File: src/rtl/shift_rows_pipe_pkg.sv
// shift_rows_pipe_pkg: byte geometry and row-offset helpers shared by the ShiftRows pipeline
package shift_rows_pipe_pkg;
  localparam int BYTE_W = 8;
  localparam int ROWS = 4;
  function automatic int shift_offset(input int nb, input int r);
    return (nb == 8 && r >= 2) ? r + 1 : r;
  endfunction
  function automatic int byte_lsb(input int nb, input int r, input int c);
    return ROWS * BYTE_W * nb - BYTE_W - BYTE_W * (ROWS * c + r);
  endfunction
endpackage

File: src/rtl/shift_rows_pipe_if.sv
// shift_rows_pipe_if: valid/ready beat of state + tag; carries the direction bit when SHIFT_ROWS_INV_EN is defined
interface shift_rows_pipe_if #(
  parameter int NB = 4,
  parameter int TAG_W = 4
);
  logic valid;
  logic ready;
  logic [32*NB-1:0] data;
  logic [TAG_W-1:0] tag;
`ifdef SHIFT_ROWS_INV_EN
  logic inv;
  modport master(output valid, data, tag, inv, input ready);
  modport slave(input valid, data, tag, inv, output ready);
`else
  modport master(output valid, data, tag, input ready);
  modport slave(input valid, data, tag, output ready);
`endif
endinterface

File: src/rtl/shift_rows_pipe_perm.sv
// shift_rows_pipe_perm: combinational ShiftRows byte permutation; inverse selectable when SHIFT_ROWS_INV_EN is defined
module shift_rows_pipe_perm
  import shift_rows_pipe_pkg::*;
#(
  parameter int NB = 4
) (
  input  logic [32*NB-1:0] data,
`ifdef SHIFT_ROWS_INV_EN
  input  logic             inv,
`endif
  output logic [32*NB-1:0] shifted
);
  for (genvar r = 0; r < ROWS; r++) begin : g_row
    for (genvar c = 0; c < NB; c++) begin : g_col
      localparam int SRC_F = (c + shift_offset(NB, r)) % NB;
`ifdef SHIFT_ROWS_INV_EN
      localparam int SRC_I = (c - shift_offset(NB, r) + NB) % NB;
      assign shifted[byte_lsb(NB, r, c) +: BYTE_W] = inv ? data[byte_lsb(NB, r, SRC_I) +: BYTE_W]
                                                         : data[byte_lsb(NB, r, SRC_F) +: BYTE_W];
`else
      assign shifted[byte_lsb(NB, r, c) +: BYTE_W] = data[byte_lsb(NB, r, SRC_F) +: BYTE_W];
`endif
    end
  end
endmodule

File: src/rtl/shift_rows_pipe.sv
// shift_rows_pipe: ShiftRows ahead of a STAGES-deep valid/ready register chain; inverse mode under SHIFT_ROWS_INV_EN
module shift_rows_pipe
  import shift_rows_pipe_pkg::*;
#(
  parameter int NB = 4,
  parameter int STAGES = 1,
  parameter int TAG_W = 4
) (
  input logic               clk,
  input logic               rst,
  shift_rows_pipe_if.slave  up,
  shift_rows_pipe_if.master dn
);
  localparam int W = 32 * NB;
  if (!(NB == 4 || NB == 6 || NB == 8)) begin : g_bad_nb
    $error("shift_rows_pipe: NB must be 4, 6 or 8");
  end
  if (STAGES < 1 || STAGES > 3) begin : g_bad_stages
    $error("shift_rows_pipe: STAGES must be 1..3");
  end
  logic [W-1:0] perm;
  logic [STAGES:0] rdy;
  logic [STAGES-1:0] v;
  logic [STAGES-1:0] src_v;
  logic [W-1:0] d [STAGES];
  logic [W-1:0] src_d [STAGES];
  logic [TAG_W-1:0] t [STAGES];
  logic [TAG_W-1:0] src_t [STAGES];
  shift_rows_pipe_perm #(.NB(NB)) u_perm (
    .data(up.data),
`ifdef SHIFT_ROWS_INV_EN
    .inv(up.inv),
`endif
    .shifted(perm)
  );
  assign rdy[STAGES] = dn.ready;
  for (genvar k = 0; k < STAGES; k++) begin : g_link
    assign rdy[k] = !v[k] | rdy[k+1];
    if (k == 0) begin : g_head
      assign src_v[k] = up.valid;
      assign src_d[k] = perm;
      assign src_t[k] = up.tag;
    end else begin : g_tail
      assign src_v[k] = v[k-1];
      assign src_d[k] = d[k-1];
      assign src_t[k] = t[k-1];
    end
  end
  // a stage takes its upstream beat whenever it is empty or its own beat moves on this cycle
  always_ff @(posedge clk or posedge rst)
    if (rst) begin
      v <= '0;
      for (int k = 0; k < STAGES; k++) begin
        d[k] <= '0;
        t[k] <= '0;
      end
    end else
      for (int k = 0; k < STAGES; k++)
        if (rdy[k]) begin
          v[k] <= src_v[k];
          d[k] <= src_d[k];
          t[k] <= src_t[k];
        end
  assign up.ready = rdy[0];
  assign dn.valid = v[STAGES-1];
  assign dn.data = d[STAGES-1];
  assign dn.tag = t[STAGES-1];
endmodule

File: src/flat_wrapper.sv
// flat-port wrapper written by rule: the top's interface ports become plain ports
module shift_rows_pipe_flat import shift_rows_pipe_pkg::*;
#(
  parameter int NB = 4,
  parameter int STAGES = 1,
  parameter int TAG_W = 4
)
  (clk, rst, up_valid, up_data, up_tag, up_ready, dn_valid, dn_data, dn_tag, dn_ready);
  shift_rows_pipe_if #(.NB(NB), .TAG_W(TAG_W)) up_i ();
  shift_rows_pipe_if #(.NB(NB), .TAG_W(TAG_W)) dn_i ();
  input logic clk;
  input logic rst;
  input wire logic [$bits(up_i.valid)-1:0] up_valid;
  input wire logic [$bits(up_i.data)-1:0] up_data;
  input wire logic [$bits(up_i.tag)-1:0] up_tag;
  output wire logic [$bits(up_i.ready)-1:0] up_ready;
  output wire logic [$bits(dn_i.valid)-1:0] dn_valid;
  output wire logic [$bits(dn_i.data)-1:0] dn_data;
  output wire logic [$bits(dn_i.tag)-1:0] dn_tag;
  input wire logic [$bits(dn_i.ready)-1:0] dn_ready;
  assign up_i.valid = up_valid;
  assign up_i.data = up_data;
  assign up_i.tag = up_tag;
  assign up_ready = up_i.ready;
  assign dn_valid = dn_i.valid;
  assign dn_data = dn_i.data;
  assign dn_tag = dn_i.tag;
  assign dn_i.ready = dn_ready;
  shift_rows_pipe #(.NB(NB), .STAGES(STAGES), .TAG_W(TAG_W)) u_core (.clk(clk), .rst(rst), .up(up_i), .dn(dn_i));
endmodule
File: config.mk
export PLATFORM = sky130hd
export DESIGN_NAME = shift_rows_pipe_flat
export DESIGN_NICKNAME = d
export VERILOG_FILES = /design/src/rtl/shift_rows_pipe_pkg.sv /design/src/rtl/shift_rows_pipe_if.sv /design/src/rtl/shift_rows_pipe_perm.sv /design/src/rtl/shift_rows_pipe.sv /design/src/flat_wrapper.sv
export SDC_FILE = /design/constraint.sdc
export NUM_CORES = 1
export LEC_CHECK = 0
export ABC_AREA = 1
export BUFFER_PORTS_ARGS = -buffer_cell sky130_fd_sc_hd__buf_2
export CAP_MARGIN = 20
export CORE_ASPECT_RATIO = 0.75
export CORE_MARGIN = 5
export CORE_UTILIZATION = 41
export DETAILED_ROUTE_END_ITERATION = 10
export HOLD_SLACK_MARGIN = 0.12
export PLACE_DENSITY_LB_ADDON = 0.12
export SYNTH_ARGS = -nofsm -noshare
export SYNTH_HDL_FRONTEND = slang
export SYNTH_SLANG_ARGS = --single-unit
File: constraint.sdc
create_clock -name clk -period 4.6 [get_ports clk]
set_input_delay 0.92 -clock clk [delete_from_list [all_inputs] [get_ports clk]]
set_output_delay 0.92 -clock clk [all_outputs]
set_load 0.02 [all_outputs]
==> results.toml, run 1 <==
[placed_design]
hpwl_um = 10700
place.gp.congestion = 0.813
numPortBuffers = 269

[sta]
maxSlewViolCount = 0
setup_violations = 0
min_period_over_period_pct = 67.4
clock_skew_ns = 0.00770
hold_violations = 0
slew_headroom_pct = 37.2
tns_ns = 0
tightest_slew_ns = 0.942
finalCriticalPeriod_ns = 3.10
max_freq_mhz = 323
rsz0062_at_grt = "no"

[power]
power_density_nw_per_um2 = 458
power_leakage_nw = 4.16
irDropWorstVdd_mv = 0.290

[critical_path]
crit_type = "in2out"
cp_cell_sequence = "buf_2, inv_4, nand2_4, buf_2"
crit_fanout = 63
rr_worst_depth = 4
worstPathRequired_ns = 3.68
cp-start-kind = "input port"
rrSetupSlack_ns = 2.30
setup.worst_path.end_class = "output port"
timing.rr.end = "u_core.dn.data[82]"
cpPeakStageDelay_ns = 0.48
crit_path_start = "dn_ready"
slowest_stage = "nand2_4"
cpMostUsedCell = "buf_2"
cp.arrival_ns = 2.18
r2r_start = "u_core.dn.valid"

[final_layout]
final_core_util_pct = 58.3
final_cell_mix = "buf_2, nand2_1, nand3_1, dfrtp_1, clkbuf_16"
layout-drive-gt1-share_pct = 36.6
syn_to_final_growth_pct = 37.4
final_nets = 963
mostFrequentLayoutCell = "buf_2"

[global_routing]
grt_start_max_net_pins = 108
grtUsageTotal_pct = 20.7
grt_pass1_vias = 4976
grt_pass1_wl_um = 25200
antenna_found_initial = 2
gr-total-overflow = 0

[route]
firstDrtPassIters = 5
ant_nets = 0
num_vias = 4928
drc = 0
drt-vias-per-instance = 4.90
wl_per_cell_um = 15.7
drtIter0Drc = 333
wl_um = 15800

[job]
max-cap-violations = 0

[yosys]
yosysTopAreaCell = "dfrtp_1"
synth_top_area_share_pct = 63.0
synth_area_leaders = "dfrtp_1, nand2_1, nand3_1"
synth-seq-cells = 133
synth_mux_area_share_pct = 0
syn_avg_cell_area_um2 = 9.15
synth_compound_area_share_pct = 0
synth-simple-area-share_pct = 31.6
yosys.area_share.adder_pct = 0
synth_xor_area_share_pct = 0
synth_top_family_by_area = "simple AND/OR/NAND/NOR gates"
synthDistinctLibCells = 11
syn_area_um2 = 5280
ys_seq_area_share_pct = 63.0
yosysWarnings = 0
synth_cells = 577
syn-num-nets = 713

[clocking]
htree_num_levels = 4
cts_root_buffer = "clkbuf_16"
cts-hold-fix-buffers = 0
clockBufferDepth = 2
clock-sinks = 133
cts.repair.resized = 0
tritoncts = "yes"
clock_latency_ns = 0.40
path_clk_slew_ns = 0.06
numCtsBuffers = 17
post_cts_buffers = 0

[die]
die-area_um2 = 15300
start_util_pct = 42.5
io_pins = 270
core_area_um2 = 12400
row_count = 35
fp.dieH_um = 108
die_w_um = 141

[min_path]
hp-class = "in2async"

[run_status]
status = "completed"
## logic make-up after synthesis
group,count (synthesis)
and+or+nand+nor,398
buffers and inverters,46
DFF,133
## critical path: cells and delay by family
kind | cells | cell delay, ns
buffers and inverters | 3 | 0.75
and+or+nand+nor | 1 | 0.48
## sequential cells by signal, summed over array words and instances, names as in the netlist
| name | cells |
|---|---|
| u_core.dn.valid | 1 |
| u_core.dn.data | 128 |
| u_core.dn.tag | 4 |
## power by group
part	switching, mW	internal, mW	leakage, nW
Sequential	0.0708	1.29	1.60
Clock	0.494	0.922	0.292
Combinational	0.368	0.184	2.27
Total	0.932	2.39	4.16
## synthesized netlist by cell type
master / count
inv_1: 2
nand2_4: 1
inv_2: 1
buf_2: 16
clkbuf_1: 4
dfrtp_1: 133
nand2_1: 265
buf_6: 7
buf_1: 5
nand3_1: 132
buf_4: 11
## final cells by class
cell class / instances / area, um2
fillers: 1147 / 5180
flip-flops and latches: 133 / 3330
multi-input cells: 398 / 1670
repair buffers: 274 / 1400
clock buffers: 20 / 447
well taps: 166 / 208
clock inverters: 11 / 178
inverters: 3 / 18.8
diodes: 1 / 2.50
## how the worst max path moves through the flow
stage / endpoint / slack, ns / depth (start not counted)
2_1_floorplan: u_core.dn.data[0] / 0.13 / 1
3_3_place_gp: up_ready / 1.52 / 4
3_5_place_dp: up_ready / 1.51 / 4
4_1_cts: up_ready / 1.51 / 4
5_1_grt: up_ready / 1.36 / 4
6_report: up_ready / 1.50 / 4
## layer usage
metal	GRT usage (%)	share of wire (%)	up-vias
li1	-	-	2342
met1	25.7	40	2335
met2	33.9	48	215
met3	6.41	8.5	34
met4	8.44	2.8	2
met5	0	0.082	-
## per-stage QoR
stage	cells	instance area, um2	worst slack (ns)	power (mW)	hold WS [ns]
after floorplan	577	5280	0.126	1.71	0.614
final	1006	7260	1.50	3.32	0.486
after CTS	1004	7230	1.51	3.37	0.504
after global placement	973	6600	1.52	1.92	0.483
after detailed placement	973	6600	1.51	1.93	0.488
after global routing	1006	7260	1.36	3.49	0.499
Note: power is estimated with default switching activity, not from simulation.
==> run 2: changes to the inputs <==
--- a/config.mk
+++ b/config.mk
@@ -10,7 +10,7 @@
 export CAP_MARGIN = 20
 export CORE_ASPECT_RATIO = 0.75
 export CORE_MARGIN = 5
-export CORE_UTILIZATION = 41
+export CORE_UTILIZATION = 45
 export DETAILED_ROUTE_END_ITERATION = 10
 export HOLD_SLACK_MARGIN = 0.12
 export PLACE_DENSITY_LB_ADDON = 0.12
==> constraint.sdc (replaced) <==
create_clock -name clk -period 3.2 [get_ports clk]
set_input_delay 0.64 -clock clk [delete_from_list [all_inputs] [get_ports clk]]
set_output_delay 0.64 -clock clk [all_outputs]
set_load 0.02 [all_outputs]
==> results.toml, run 2 (same netlist as run 1, synthesis figures left out) <==
[final_layout]
syn_to_final_growth_pct = 37.2
layout-drive-gt1-share_pct = 37.1
final_nets = 966
final_cell_mix = "buf_2, nand2_1, nand3_1, dfrtp_1, clkbuf_16"
largest_register_ffs = 128
n_antenna_cell = 0
mostFrequentLayoutCell = "buf_2"

[clocking]
clock_latency_ns = 0.40
post_cts_buffers = 0
numCtsBuffers = 17
cts-hold-fix-buffers = 0
clock-sinks = 133
tritoncts = "yes"
clockBufferDepth = 2
cts_root_buffer = "clkbuf_16"
htree_num_levels = 4
cts.repair.resized = 0
path_clk_slew_ns = 0.06

[sta]
max_freq_mhz = 447
min_period_over_period_pct = 69.9
setup_violations = 0
maxSlewViolCount = 0
clock_skew_ns = 0.00547
tightest_slew_ns = 0.721
rsz0062_at_grt = "no"
slew_headroom_pct = 51.9
tns_ns = 0
finalCriticalPeriod_ns = 2.24
hold_violations = 0

[global_routing]
antenna_found_initial = 1
grt_start_max_net_pins = 69
grtUsageTotal_pct = 22.1
grt_pass1_vias = 4874
gr-total-overflow = 0
grt_pass1_wl_um = 24800

[power]
power.switching_mw = 1.34
p_int_mw = 3.35
switching_share_pct = 28.5
pwr-share-comb_pct = 16.8
seqPwrFrac_pct = 41.8
clkPwrFrac_pct = 41.5
power_density_nw_per_um2 = 647
power_leakage_nw = 4.17
irDropWorstVdd_mv = 0.343
power.total_mw = 4.69

[route]
drc = 0
ant_nets = 0
drt-vias-per-instance = 4.84
wl_um = 15500
drtIter0Drc = 279
num_vias = 4862
wl_per_cell_um = 15.4
firstDrtPassIters = 4

[die]
die_w_um = 135
core_area_um2 = 11500
fp.dieH_um = 104
start_util_pct = 45.8
die-area_um2 = 14000
io_pins = 270
row_count = 34

[critical_path]
cp_cell_sequence = "buf_2"
cp_top_family = "flip-flops"
cp.arrival_ns = 1.60
cpPeakStageDelay_ns = 0.90
worstPathRequired_ns = 2.56
crit_type = "reg2out"
cp-start-kind = "flip-flop"
slowest_stage = "dfrtp_4"
setup.worst_path.end_class = "output port"
path_buf_inv = 1
crit_fanout = 67

[job]
max-cap-violations = 0

[run_status]
status = "completed"

[min_path]
hp-class = "in2async"

[placed_design]
numPortBuffers = 269
hpwl_um = 10800
place.gp.congestion = 0.792
run 2: metrics by stage:
stage               utilization [%]  cells  cell area [um2]  setup WS [ns]  hold slack, ns
detailed placement             57.7    973             6650           1.14           0.488
finish                         62.9   1004             7250          0.964           0.234
global route                   62.9   1004             7250          0.881           0.255
global placement               57.7    973             6650           1.15           0.486
CTS                            62.9   1004             7250          0.933           0.230
floorplan                         -    577             5290          0.909           0.614
run 2: path summary, 6_finish.rpt:
kind | start | end | slack (ns) | depth (start not counted)
max reg2reg | u_core.dn.valid | u_core.dn.data[110] | 1.25 | 3
max | u_core.dn.valid | dn_valid | 0.96 | 1
min reg2reg | u_core.dn.data[114] | u_core.dn.data[114] | 0.50 | 2
max in group asynchronous | rst | u_core.dn.data[111] | 2.33 | 3
min | rst | u_core.dn.data[17] | 0.23 | 2
min in group clk | up_valid | u_core.dn.valid | 0.42 | 3
run 2: power groups by stage:
| stage | sequential, mW | combinational [mW] | clock [mW] |
|---|---|---|---|
| after global placement | 1.98 | 0.783 | 0 |
| after CTS | 1.96 | 0.801 | 1.98 |
| final | 1.96 | 0.787 | 1.95 |
| after global routing | 1.98 | 0.866 | 2.06 |
| after floorplan | 2.17 | 0.280 | 0 |
| after detailed placement | 1.98 | 0.800 | 0 |
run 2: worst register-to-register path, stage by stage, from the launching register on:
cell	delay (ns)
dfrtp_4	0.90
buf_4	0.70
nand3_1	0.20
nand2_1	0.10
run 2: layer usage:
| layer | track usage [%] | up-vias | part of all wire (%) |
|---|---|---|---|
| li1 | - | 2349 | - |
| met1 | 28.5 | 2269 | 41 |
| met2 | 34.1 | 202 | 47 |
| met3 | 7.70 | 40 | 8.4 |
| met4 | 9.42 | 2 | 3.4 |
| met5 | 0 | - | 0.091 |
run 2: layout make-up:
type | instances | area [um2]
clock buffer | 18 | 439
clock inverter | 13 | 159
tap | 162 | 203
multi-input combinational | 398 | 1670
timing repair buffer | 277 | 1430
inverter | 3 | 17.5
fill | 1037 | 4280
sequential | 133 | 3330
==> run 3: changes to the inputs <==
--- a/config.mk
+++ b/config.mk
@@ -10,7 +10,7 @@
 export CAP_MARGIN = 20
 export CORE_ASPECT_RATIO = 0.75
 export CORE_MARGIN = 5
-export CORE_UTILIZATION = 45
+export CORE_UTILIZATION = 41
 export DETAILED_ROUTE_END_ITERATION = 10
 export HOLD_SLACK_MARGIN = 0.12
 export PLACE_DENSITY_LB_ADDON = 0.12
==> constraint.sdc (replaced) <==
create_clock -name clk -period 2 [get_ports clk]
set_input_delay 0.4 -clock clk [delete_from_list [all_inputs] [get_ports clk]]
set_output_delay 0.4 -clock clk [all_outputs]
set_load 0.02 [all_outputs]
==> results.toml, run 3 (same netlist as run 1, synthesis figures left out) <==
[sta]
setup_violations = 0
maxSlewViolCount = 0
slew_headroom_pct = 62.5
rsz0062_at_grt = "no"
clock_skew_ns = 0.0118
setup_ws_ns = 0.401
min_period_over_period_pct = 80.0
finalCriticalPeriod_ns = 1.60
tightest_slew_ns = 0.562
holdWs_ns = 0.108
hold_violations = 0
tns_ns = 0
max_freq_mhz = 625

[global_routing]
grtUsageTotal_pct = 20.2
grt_pass1_vias = 4810
antenna_found_initial = 0
grt_start_max_net_pins = 96
grt_pass1_wl_um = 24700
gr-total-overflow = 0

[critical_path]
rrSetupSlack_ns = 0.67
rr_worst_depth = 4
cp.arrival_ns = 1.20
crit_fanout = 5
cp-start-kind = "flip-flop"
r2r_start = "u_core.dn.valid"
worstPathRequired_ns = 1.60
crit_type = "reg2out"
setup.worst_path.end_class = "output port"
timing.rr.end = "u_core.dn.data[109]"

[job]
max-cap-violations = 0

[min_path]
hp-class = "in2async"

[die]
row_count = 35
die-area_um2 = 15300
start_util_pct = 42.5
die_w_um = 141
core_area_um2 = 12400
fp.dieH_um = 108
io_pins = 270

[power]
irDropWorstVdd_mv = 0.655
power_density_nw_per_um2 = 1030
power_leakage_nw = 4.17

[clocking]
clock-sinks = 133
numCtsBuffers = 17
clock_latency_ns = 0.41
htree_num_levels = 4
cts.repair.resized = 0
post_cts_buffers = 0
clockBufferDepth = 2
cts-hold-fix-buffers = 0
cts_root_buffer = "clkbuf_16"
tritoncts = "yes"
path_clk_slew_ns = 0.06

[placed_design]
numPortBuffers = 269
place_ws_ns = 0.637
place.gp.congestion = 0.878
hpwl_um = 10900
dpl-instance-area_um2 = 6670

[route]
ant_nets = 0
num_vias = 4842
wl_um = 15700
drt-vias-per-instance = 4.79
drc = 0
drtIter0Drc = 218
firstDrtPassIters = 4
wl_per_cell_um = 15.5

[final_layout]
final_cell_mix = "buf_2, nand2_1, nand3_1, dfrtp_1, clkbuf_16"
layout-drive-gt1-share_pct = 37.2
mostFrequentLayoutCell = "buf_2"
syn_to_final_growth_pct = 37.5
final_nets = 968
final_core_util_pct = 58.4
largest_register_ffs = 128
nFillCells = 1182
finish.instance_area_um2 = 7260
n_antenna_cell = 0

[run_status]
status = "completed"
-- run 3: cell count changes in the layout (fill, tap and decap cells not counted) --
| cell | delta |
|---|---|
| inv_6 | +4 |
| clkinv_2 | -3 |
| buf_4 | +2 |
| bufinv_16 | -1 |
| clkbuf_1 | +1 |
-- run 3: power breakdown --
part           internal (mW)  switching, mW  leakage, nW
Clock                   1.89           1.19        0.281
Sequential              2.96          0.146         1.60
Combinational          0.431          0.861         2.29
Total                   5.28           2.20         4.17
-- run 3: per-stage QoR --
step	total power, mW	cells
floorplan	3.92	577
global placement	4.44	979
detailed placement	4.46	979
CTS	7.57	1011
global route	7.84	1011
finish	7.47	1011
-- run 3: worst max-delay path by stage --
stage,start,slack (ns),cells after the start,endpoint
floorplan,rst,-0.05,1,u_core.dn.data[0]
global placement,dn_ready,0.66,5,u_core.dn.data[32]
detailed placement,dn_ready,0.64,6,u_core.dn.data[57]
CTS,u_core.dn.valid,0.37,2,up_ready
global route,u_core.dn.valid,0.34,2,up_ready
finish,u_core.dn.valid,0.40,2,up_ready
-- run 3: area by class of cell --
cell class / instances / area (um2) / area share, %
Clock buffer: 19 / 443 / 6.10
Clock inverter: 13 / 149 / 2.05
Inverter: 3 / 17.5 / 0.241
Multi-Input combinational cell: 398 / 1670 / 22.9
Sequential cell: 133 / 3330 / 45.9
Tap cell: 166 / 208 / 2.86
Timing Repair Buffer: 279 / 1450 / 19.9
-- run 3: routing by layer --
metal	vias to the layer above	track usage, %	wire length [um]
met5	-	0	0
met2	174	33.9	7710
li1	2355	-	-
met4	0	6.15	201
met3	18	6.94	1390
met1	2295	24.9	6420
-- run 3: worst max-delay path: stages, from the launching register on --
cell,delay (ns)
dfrtp_4,0.51
nand2_4,0.10
buf_2,0.19
